$ cat src/rtl/chip8_fetch_unit_if.sv
// Fetch-unit bus: program-memory read port plus the opcode handshake
// toward the decoder and the control-flow command coming back from it.
interface chip8_fetch_unit_if #(
    parameter int ADDR_W = 12
);
    logic [ADDR_W-1:0] mem_addr;
    logic              mem_rd;
    logic [7:0]        mem_data;
    logic              op_valid;
    logic              op_ready;
    logic [15:0]       opcode;
    logic [ADDR_W-1:0] op_pc;
    logic [2:0]        cmd;
    logic [ADDR_W-1:0] target;

    // Fetch unit side.
    modport master (
        output mem_addr, mem_rd, op_valid, opcode, op_pc,
        input  mem_data, op_ready, cmd, target
    );

    // Memory/decoder side.
    modport slave (
        input  mem_addr, mem_rd, op_valid, opcode, op_pc,
        output mem_data, op_ready, cmd, target
    );
endinterface

$ cat src/rtl/chip8_fetch_unit.sv
// CHIP-8 instruction fetch and control-flow unit.
// Fetches a big-endian 16-bit opcode as two byte reads, hands it to the
// decoder over valid/ready, then applies NEXT/JUMP/CALL/RET/SKIP using a
// small return stack. Stack overflow/underflow parks the unit in FAULT.
module chip8_fetch_unit #(
    parameter int                ADDR_W      = 12,
    parameter logic [ADDR_W-1:0] RESET_PC    = ADDR_W'(12'h200),
    parameter int                STACK_DEPTH = 16,
    parameter int                MEM_LATENCY = 1,
    localparam int               SP_W        = $clog2(STACK_DEPTH + 1)
) (
    input  logic                clk,
    input  logic                reset,
    input  logic                tick,
    chip8_fetch_unit_if.master  bus,
    output logic [SP_W-1:0]     sp,
    output logic                fault
);

    localparam int              IDX_W   = (STACK_DEPTH > 1) ? $clog2(STACK_DEPTH) : 1;
    localparam logic [2:0]      LAT     = 3'(MEM_LATENCY);
    localparam logic [SP_W-1:0] SP_FULL = SP_W'(STACK_DEPTH);
    localparam logic [SP_W-1:0] SP_ZERO = {SP_W{1'b0}};

    localparam logic [2:0] CMD_JUMP = 3'd1;
    localparam logic [2:0] CMD_CALL = 3'd2;
    localparam logic [2:0] CMD_RET  = 3'd3;
    localparam logic [2:0] CMD_SKIP = 3'd4;

    typedef enum logic [2:0] {
        S_IDLE    = 3'd0,
        S_RD_HI   = 3'd1,
        S_WAIT_HI = 3'd2,
        S_RD_LO   = 3'd3,
        S_WAIT_LO = 3'd4,
        S_VALID   = 3'd5,
        S_FAULT   = 3'd6
    } state_t;

    state_t            r_state;
    state_t            w_state_nxt;
    logic [ADDR_W-1:0] r_pc;
    logic [SP_W-1:0]   r_sp;
    logic              r_fault;
    logic [2:0]        r_cnt;
    logic [ADDR_W-1:0] r_mem_addr;
    logic              r_mem_rd;
    logic              r_op_valid;
    logic [15:0]       r_opcode;
    logic [ADDR_W-1:0] r_op_pc;
    logic [ADDR_W-1:0] r_stack [STACK_DEPTH];

    logic              w_hs;
    logic              w_call;
    logic              w_ret;
    logic              w_ovf;
    logic              w_unf;
    logic [SP_W-1:0]   w_sp_dec;
    logic [IDX_W-1:0]  w_push_idx;
    logic [IDX_W-1:0]  w_pop_idx;
    logic [ADDR_W-1:0] w_pc_inc;
    logic [ADDR_W-1:0] w_pc_skip;

    // op_valid is high exactly while in VALID, so the state alone qualifies the handshake.
    assign w_hs       = (r_state == S_VALID) && bus.op_ready;
    assign w_call     = (bus.cmd == CMD_CALL);
    assign w_ret      = (bus.cmd == CMD_RET);
    assign w_ovf      = w_call && (r_sp == SP_FULL);
    assign w_unf      = w_ret && (r_sp == SP_ZERO);
    assign w_sp_dec   = r_sp - SP_W'(1);
    assign w_push_idx = r_sp[IDX_W-1:0];
    assign w_pop_idx  = w_sp_dec[IDX_W-1:0];
    assign w_pc_inc   = r_pc + ADDR_W'(1);
    assign w_pc_skip  = r_pc + ADDR_W'(2);

    // State register.
    always_ff @(posedge clk or negedge reset) begin
        if (!reset) begin
            r_state <= S_IDLE;
        end else begin
            r_state <= w_state_nxt;
        end
    end

    // Next-state logic; the wait states end on the cycle the counter hits zero.
    always_comb begin
        w_state_nxt = r_state;
        case (r_state)
            S_IDLE: begin
                if (tick) w_state_nxt = S_RD_HI;
                else      w_state_nxt = S_IDLE;
            end
            S_RD_HI:   w_state_nxt = S_WAIT_HI;
            S_WAIT_HI: begin
                if (r_cnt == 3'd1) w_state_nxt = S_RD_LO;
                else               w_state_nxt = S_WAIT_HI;
            end
            S_RD_LO:   w_state_nxt = S_WAIT_LO;
            S_WAIT_LO: begin
                if (r_cnt == 3'd1) w_state_nxt = S_VALID;
                else               w_state_nxt = S_WAIT_LO;
            end
            S_VALID: begin
                if (w_hs) begin
                    if (w_ovf || w_unf) w_state_nxt = S_FAULT;
                    else                w_state_nxt = S_IDLE;
                end else begin
                    w_state_nxt = S_VALID;
                end
            end
            S_FAULT:   w_state_nxt = S_FAULT;
            default:   w_state_nxt = S_IDLE;
        endcase
    end

    // Datapath: byte reads, opcode capture, PC/stack-pointer update on handshake.
    always_ff @(posedge clk or negedge reset) begin
        if (!reset) begin
            r_pc       <= RESET_PC;
            r_sp       <= SP_ZERO;
            r_fault    <= 1'b0;
            r_cnt      <= 3'd0;
            r_mem_addr <= {ADDR_W{1'b0}};
            r_mem_rd   <= 1'b0;
            r_op_valid <= 1'b0;
            r_opcode   <= 16'h0000;
            r_op_pc    <= {ADDR_W{1'b0}};
        end else begin
            r_mem_rd <= 1'b0;
            case (r_state)
                S_RD_HI, S_RD_LO: begin
                    r_mem_addr <= r_pc;
                    r_mem_rd   <= 1'b1;
                    r_pc       <= w_pc_inc;
                    r_cnt      <= LAT;
                    if (r_state == S_RD_HI) r_op_pc <= r_pc;
                end
                S_WAIT_HI: begin
                    r_cnt <= r_cnt - 3'd1;
                    if (r_cnt == 3'd1) r_opcode[15:8] <= bus.mem_data;
                end
                S_WAIT_LO: begin
                    r_cnt <= r_cnt - 3'd1;
                    if (r_cnt == 3'd1) begin
                        r_opcode[7:0] <= bus.mem_data;
                        r_op_valid    <= 1'b1;
                    end
                end
                S_VALID: begin
                    if (w_hs) begin
                        r_op_valid <= 1'b0;
                        // PC already points past the opcode (op_pc+2) here.
                        case (bus.cmd)
                            CMD_JUMP: r_pc <= bus.target;
                            CMD_SKIP: r_pc <= w_pc_skip;
                            CMD_CALL: begin
                                if (w_ovf) begin
                                    r_fault <= 1'b1;
                                end else begin
                                    r_sp <= r_sp + SP_W'(1);
                                    r_pc <= bus.target;
                                end
                            end
                            CMD_RET: begin
                                if (w_unf) begin
                                    r_fault <= 1'b1;
                                end else begin
                                    r_sp <= w_sp_dec;
                                    r_pc <= r_stack[w_pop_idx];
                                end
                            end
                            default: ;
                        endcase
                    end
                end
                default: ;
            endcase
        end
    end

    // Return-stack storage; entries at or above sp are dead, so no reset is needed.
    always_ff @(posedge clk) begin
        if (w_hs && w_call && !w_ovf) r_stack[w_push_idx] <= r_pc;
    end

    assign bus.mem_addr = r_mem_addr;
    assign bus.mem_rd   = r_mem_rd;
    assign bus.op_valid = r_op_valid;
    assign bus.opcode   = r_opcode;
    assign bus.op_pc    = r_op_pc;
    assign sp           = r_sp;
    assign fault        = r_fault;

endmodule
$ cat src/flat_wrapper.sv
// flat-port wrapper written by rule: the top's interface ports become plain ports
module chip8_fetch_unit_flat 
#(
    parameter int                ADDR_W      = 12,
    parameter logic [ADDR_W-1:0] RESET_PC    = ADDR_W'(12'h200),
    parameter int                STACK_DEPTH = 16,
    parameter int                MEM_LATENCY = 1,
    localparam int               SP_W        = $clog2(STACK_DEPTH + 1)
)
  (clk, reset, tick, sp, fault, bus_mem_addr, bus_mem_rd, bus_op_valid, bus_opcode, bus_op_pc, bus_mem_data, bus_op_ready, bus_cmd, bus_target);
  chip8_fetch_unit_if #(.ADDR_W(ADDR_W)) bus_i ();
  input  logic clk;
  input  logic reset;
  input  logic tick;
  output logic [SP_W-1:0] sp;
  output logic fault;
  output wire logic [$bits(bus_i.mem_addr)-1:0] bus_mem_addr;
  output wire logic [$bits(bus_i.mem_rd)-1:0] bus_mem_rd;
  output wire logic [$bits(bus_i.op_valid)-1:0] bus_op_valid;
  output wire logic [$bits(bus_i.opcode)-1:0] bus_opcode;
  output wire logic [$bits(bus_i.op_pc)-1:0] bus_op_pc;
  input wire logic [$bits(bus_i.mem_data)-1:0] bus_mem_data;
  input wire logic [$bits(bus_i.op_ready)-1:0] bus_op_ready;
  input wire logic [$bits(bus_i.cmd)-1:0] bus_cmd;
  input wire logic [$bits(bus_i.target)-1:0] bus_target;
  assign bus_mem_addr = bus_i.mem_addr;
  assign bus_mem_rd = bus_i.mem_rd;
  assign bus_op_valid = bus_i.op_valid;
  assign bus_opcode = bus_i.opcode;
  assign bus_op_pc = bus_i.op_pc;
  assign bus_i.mem_data = bus_mem_data;
  assign bus_i.op_ready = bus_op_ready;
  assign bus_i.cmd = bus_cmd;
  assign bus_i.target = bus_target;
  chip8_fetch_unit #(.ADDR_W(ADDR_W), .RESET_PC(RESET_PC), .STACK_DEPTH(STACK_DEPTH), .MEM_LATENCY(MEM_LATENCY)) u_core (.clk(clk), .reset(reset), .tick(tick), .bus(bus_i), .sp(sp), .fault(fault));
endmodule
$ cat config.mk
export PLATFORM = sky130hd
export DESIGN_NAME = chip8_fetch_unit_flat
export DESIGN_NICKNAME = d
export VERILOG_FILES = /design/src/rtl/chip8_fetch_unit_if.sv /design/src/rtl/chip8_fetch_unit.sv /design/src/flat_wrapper.sv
export SDC_FILE = /design/constraint.sdc
export NUM_CORES = 1
export LEC_CHECK = 0
export BUFFER_PORTS_ARGS = -buffer_cell sky130_fd_sc_hd__buf_2
export CAP_MARGIN = 5
export CORE_ASPECT_RATIO = 0.5
export CORE_UTILIZATION = 35
export CTS_CLUSTER_DIAMETER = 120
export DETAILED_ROUTE_END_ITERATION = 12
export PLACE_DENSITY = 0.54
export SLEW_MARGIN = 20
export SYNTH_ARGS = -nofsm -noshare
export SYNTH_HDL_FRONTEND = slang
export SYNTH_SLANG_ARGS = --single-unit
$ cat constraint.sdc
create_clock -name clk -period 4.7 [get_ports clk]
set_input_delay 0.235 -clock clk [delete_from_list [all_inputs] [get_ports clk]]
set_output_delay 0.235 -clock clk [all_outputs]
set_load 0.02 [all_outputs]
* Yosys cells after proc, flatten, opt, wreduce, memory -nomap -nowiden *
Memories as Yosys holds them, arrays and structs flattened.
Index checks and enable logic that the tools add are counted.

storage, ports and cells
  input bits = 27
  bits in latches = 0
  register bits = 66
  memories = 1
  word-level logic and storage cells = 84
  output and inout port bits = 48
  bits in read-only memories = 0
  bits in writable memories = 192

memory list
  memory          depth  bits a word  rd ports  clocked after memory_dff  write ports  RTL line                text
  u_core.r_stack  16     12           1         0                         1            chip8_fetch_unit.sv:51  logic [ADDR_W-1:0] r_stack [STACK_DEPTH];

cells by class
  reduce and logical (&&, ||, !) cells = 22
  bitwise logic cells = 0
  mux-type cells = 24
  $mul = 0
  eq/ne operators = 21
  $lt $le $gt $ge = 0
  divide/modulo/power cells = 0
  shifts and indexed selects = 0
  add/subtract/negate cells = 5

operator list
  operator                                                               count
  12-bit case mux with 4 select lines                                    1
  12-bit 2-to-1 mux                                                      3
  12-bit case mux with 2 select lines                                    1
  3-bit case mux with 7 select lines                                     1
  5-bit AND reduction                                                    3
  12-bit by 1-bit adder with 12-bit output, second input constant        1
  12-bit by 2-bit adder with 12-bit output, second input constant        1
  3-bit by 2-bit equality test with 1-bit output, second input constant  4
  3-bit equality test, second input constant                             4
  1-bit 2-to-1 mux                                                       10
  5-bit 2-to-1 mux                                                       2
  5-bit case mux with 2 select lines                                     1
  3-bit by 1-bit equality test with 1-bit output, second input constant  3
  2-bit != test, second input constant                                   4
  2-bit nonzero test                                                     4
  3-bit 2-to-1 mux                                                       2
  3-bit != test, second input constant                                   2
  3-bit case mux with 2 select lines                                     1
  2-bit AND reduction                                                    3
  5-bit by 1-bit adder with 5-bit output, second input constant          1
  5-bit equality test, second input constant                             1
  1-bit logical AND                                                      5
  5-bit zero test                                                        1
  5-bit by 3-bit != test with 1-bit output, second input constant        1
  other kinds (9)                                                        12

* Logic depth before layout (Yosys ltp) *
  depth in word-level cells = 6
  gate-level depth with buffers = 12
  mapped depth without buffers = 8

* Worst setup path after synthesis *
No wires, ideal clock.

  kind = register -> register
  start = register u_core.r_sp[0] (netlist: u_core.sp[0])
  end = register u_core.r_pc[3]
  data arrival time = 2.828 ns
  data required time = 4.578 ns
  slack = 1.750 ns
  stages on the path, launching flop included = 13
  cell sequence = dfrtp_1 > buf_6 > buf_12 > buf_2 > inv_1 > ha_1 > buf_2 > clkbuf_1 > mux4_2 > mux2i_1 > o22ai_1 > nor3_1 > nor2_1

between the ends
  cells in the longest elaborated chain, start to end = 6
  elaborated cells between the ends (all ways) = 13
  those cells by class = add/sub: 1; eq/ne: 3; mux: 4; reduce/logical: 4; memory: 1

RTL lines
  item                                         RTL line                 text
  from (decl)                                  chip8_fetch_unit.sv:43   logic [SP_W-1:0] r_sp;
  from (signal assigned)                       chip8_fetch_unit.sv:160  r_sp <= r_sp + SP_W'(1);
  from (signal assigned)                       chip8_fetch_unit.sv:168  r_sp <= w_sp_dec;
  5-bit by 1-bit subtractor with 5-bit output  chip8_fetch_unit.sv:70   assign w_sp_dec = r_sp - SP_W'(1);
  memory 16 x 12 bit                           n/a
  12-bit 2-to-1 mux                            chip8_fetch_unit.sv:165  if (w_unf) begin
  12-bit case mux with 4 select lines          chip8_fetch_unit.sv:153  case (bus.cmd)
  12-bit 2-to-1 mux                            chip8_fetch_unit.sv:150  if (w_hs) begin
  12-bit case mux with 2 select lines          chip8_fetch_unit.sv:130  case (r_state)
  to (signal assigned)                         chip8_fetch_unit.sv:134  r_pc <= w_pc_inc;
  to (signal assigned)                         chip8_fetch_unit.sv:154  CMD_JUMP: r_pc <= bus.target;
  to (signal assigned)                         chip8_fetch_unit.sv:155  CMD_SKIP: r_pc <= w_pc_skip;
  to (decl)                                    chip8_fetch_unit.sv:42   logic [ADDR_W-1:0] r_pc;

Several ways; a longest one is shown, not always the timed one. The select of a mux whose other input is x is not followed.
A chain may end at the register's enable or synchronous reset.

* Final worst setup path *
  start = register u_core.r_sp[1] (netlist: u_core.sp[1])
  end = register u_core.r_pc[5]

Same word-level chain as after synthesis.

==> metrics.cfg <==
[placement]
dp.cells=1158
hpwl_um=16200
io_buffers=74
placed_area_sq_um=11700
routabilityCongestion=0.864
pre_cts_slack_ns=1.55

[finish]
design_area_sq_um=12700
fin_nets=808
fill_cells=2835
area_growth_pct=15.7
drive_gt1_share_pct=26.0
final_core_util_pct=41.5
antenna_cells=0
instances_no_fill=1214
layout_commonest_cell=edfxtp_1
layout_common_cells=edfxtp_1 (192), nand2_1 (83), buf_2 (74)

[sta]
grt_setup_unrepaired=false
skew_ns=0.0129
relSlewSlack_pct=27.6
finalSetupTns_ns=0
setup_viol=0
drv_slew=0
period_share_pct=66.5
worst_slack_ns=1.57
max_freq_mhz=320
finalCriticalPeriod_ns=3.13
hold_viol_final=0
worst_pin_slew_ns=1.09

[worst_setup_path]
crit_arrival_ns=3.49
critPathMaxFanout=38
crit_start=u_core.sp[1]$_DFFE_PN0P_
r2r_end=u_core.r_pc[5]$_DFFE_PN0P_
reg2regPathDepth=7
rr_startpoint=u_core.sp[1]$_DFFE_PN0P_
endpoint_kind=flop
worstSetupPathType=reg -> reg
rrSetupSlack_ns=1.57
cp-start-kind=flop
critPathRequiredTime_ns=5.07

[power]
static-leakage-power_nw=4.47
switching_share_pct=34.4
pwr-share-comb_pct=30.3
max-vdd-ir-drop_v=0.000368
powerDensity_nw_per_um2=624
power_switching_mw=2.72
pwr-share-clk_pct=25.6
p_seq_share_pct=44.1
power.internal_mw=5.18

[synthesis]
syn_nets=720
syn-mean-instance-area_sq_um=16.0
async_reset_ff_share_pct=25.6
ys_seq_area_share_pct=67.9
synth_fa_ha_area_share_pct=1.03
synth_top_family_by_area=multiplexers
ys.flop_type=edfxtp_1
synth_cell_types=65
synth-edff-count=192
synth-seq-cells=258
synth-simple-area-share_pct=7.86
netlist_instances=684
synth_mux_area_share_pct=14.3
synth_compound_area_share_pct=5.35
synth_xor_xnor_area_share_pct=1.43
yosys_warnings=0
netlist_area_sq_um=10900

[drt]
vias=6251
drt_pass1_iterations=5
wl_um=26200
drt_iter0_drc=530
antenna_left=0
wl_per_cell_um=21.6
vias_per_cell=5.15
drc=0

[min_path]
worstHoldPathType=in -> reg
min_to=u_core.sp[2]$_DFFE_PN0P_
hp-start=bus_cmd[0]
whs_path_depth=2

[global_routing]
grt_pass1_vias=6398
grt_antenna_before_repair=0
grt_usage_pct=16.7
grt_max_degree=49
overflow=0
grt_pass1_wl_um=40000

[floorplanning]
die_x_um=252
dieHeight_um=127
io_pins=75
num_rows=45
die_area_sq_um=32000
initial_utilization_pct=35.8
core-area_sq_um=30500

[cts]
cts_tree=yes
postCtsSetupRepairBufs=0
htree_levels=1
clockRootBuffer=clkbuf_16
cts_buffers=25
path_clk_slew_ns=0.06
clock_path_buffers=3
clock_latency_ns=0.53
clock-sinks=258

[run_status]
status=finished clean

[job]
max_cap_violations=0

-- cell families (layout without fill, tap and decap cells) --
group / count (synthesis) / after routing
AO/OA/AOI/OAI: 91 / 91
AND/OR/NAND/NOR: 174 / 174
flip-flops: 258 / 258
XOR/XNOR: 17 / 17
multiplexers: 90 / 90
adder cells (fa/ha/maj): 9 / 9
buffers and inverters: 45 / 152
-- through the flow --
step | power (mW) | hold slack [ns]
after floorplan | 5.08 | -0.0606
after global placement | 5.88 | 0.260
after detailed placement | 5.94 | 0.260
after CTS | 7.97 | 0.00956
after global routing | 8.28 | 0.0272
final | 7.89 | 0.0273
-- synthesized netlist by cell type (4+ instances only) --
| library cell | count | area [sq um] |
|---|---|---|
| a211oi_1 | 4 | 30.0 |
| mux4_2 | 46 | 1040 |
| dfrtp_1 | 65 | 1630 |
| clkbuf_1 | 12 | 45.0 |
| ha_1 | 9 | 113 |
| o22ai_1 | 11 | 68.8 |
| xor2_1 | 5 | 43.8 |
| nor3_1 | 9 | 45.0 |
| xnor2_1 | 11 | 96.3 |
| nand2_1 | 83 | 312 |
| inv_1 | 11 | 41.3 |
| a21oi_1 | 29 | 145 |
| o21ai_1 | 4 | 20.0 |
| o21ai_0 | 17 | 85.1 |
| nor2b_1 | 6 | 37.5 |
| and2_1 | 17 | 106 |
| buf_2 | 11 | 55.1 |
| mux2_2 | 28 | 315 |
| buf_6 | 4 | 45.0 |
| edfxtp_1 | 192 | 5770 |
| nor2_1 | 26 | 97.6 |
| mux2i_1 | 13 | 130 |
| nand3_1 | 8 | 40.0 |
-- worst max path at each step --
stage	to	slack, ns	cells after the start
after detailed placement	u_core.r_pc[5]$_DFFE_PN0P_	1.55	7
final	u_core.r_pc[5]$_DFFE_PN0P_	1.57	7
after floorplan	u_core.r_pc[3]$_DFFE_PN0P_	1.75	12
after CTS	u_core.r_pc[5]$_DFFE_PN0P_	1.55	7
after global routing	u_core.r_pc[9]$_DFFE_PN1P_	1.41	7
after global placement	u_core.r_pc[5]$_DFFE_PN0P_	1.60	7
-- metal layers --
| layer | GRT usage (%) | part of all wire [%] | up-vias |
|---|---|---|---|
| met5 | 0 | 0 | - |
| met1 | 24.3 | 47 | 3233 |
| met4 | 3.89 | 2.1 | 0 |
| met2 | 26.3 | 46 | 172 |
| met3 | 2.71 | 4.9 | 33 |
| li1 | - | - | 2813 |
-- worst max-delay path, cell delays in order, from the launching register on --
cell and delay [ns]:
dfrtp_1 0.49, inv_1 0.13, ha_2 1.07, mux4_2 0.42, mux2i_1 0.31, o221ai_1 0.20, a22oi_1 0.21, o311ai_1 0.12
-- power groups by stage --
stage / clock network [mW] / registers (mW) / logic, mW
2_1_floorplan: 0 / 3.52 / 1.56
3_3_place_gp: 0 / 3.50 / 2.38
3_5_place_dp: 0 / 3.53 / 2.41
4_1_cts: 2.07 / 3.48 / 2.42
5_1_grt: 2.15 / 3.55 / 2.58
6_report: 2.02 / 3.48 / 2.39
-- registers in the layout, summed over array words and instances, names as in the netlist --
signal               count
u_core.fault             1
u_core.bus.op_pc        12
u_core.r_state           3
u_core.r_pc             12
u_core.sp                5
u_core.bus.mem_addr     12
u_core.bus.mem_rd        1
u_core.bus.opcode       16
u_core.bus.op_valid      1
u_core.r_stack         192
u_core.r_cnt             3
-- what timing repair did --
item,in CTS,in global routing
hold endpoints to repair,36,0
hold buffers,10,0
setup endpoints to repair,0,0
gates resized for setup,0,0
-- area by class of cell --
type | instances | area [sq um] | share of cell area, %
clock buffers | 32 | 672 | 5.31
clock inverters | 14 | 148 | 1.17
inverters | 11 | 41.3 | 0.326
multi-input cells | 381 | 3290 | 26.0
flip-flops and latches | 258 | 7420 | 58.7
well taps | 423 | 529 | 4.18
repair buffers | 95 | 553 | 4.37
(Power assumes the default switching activity.)
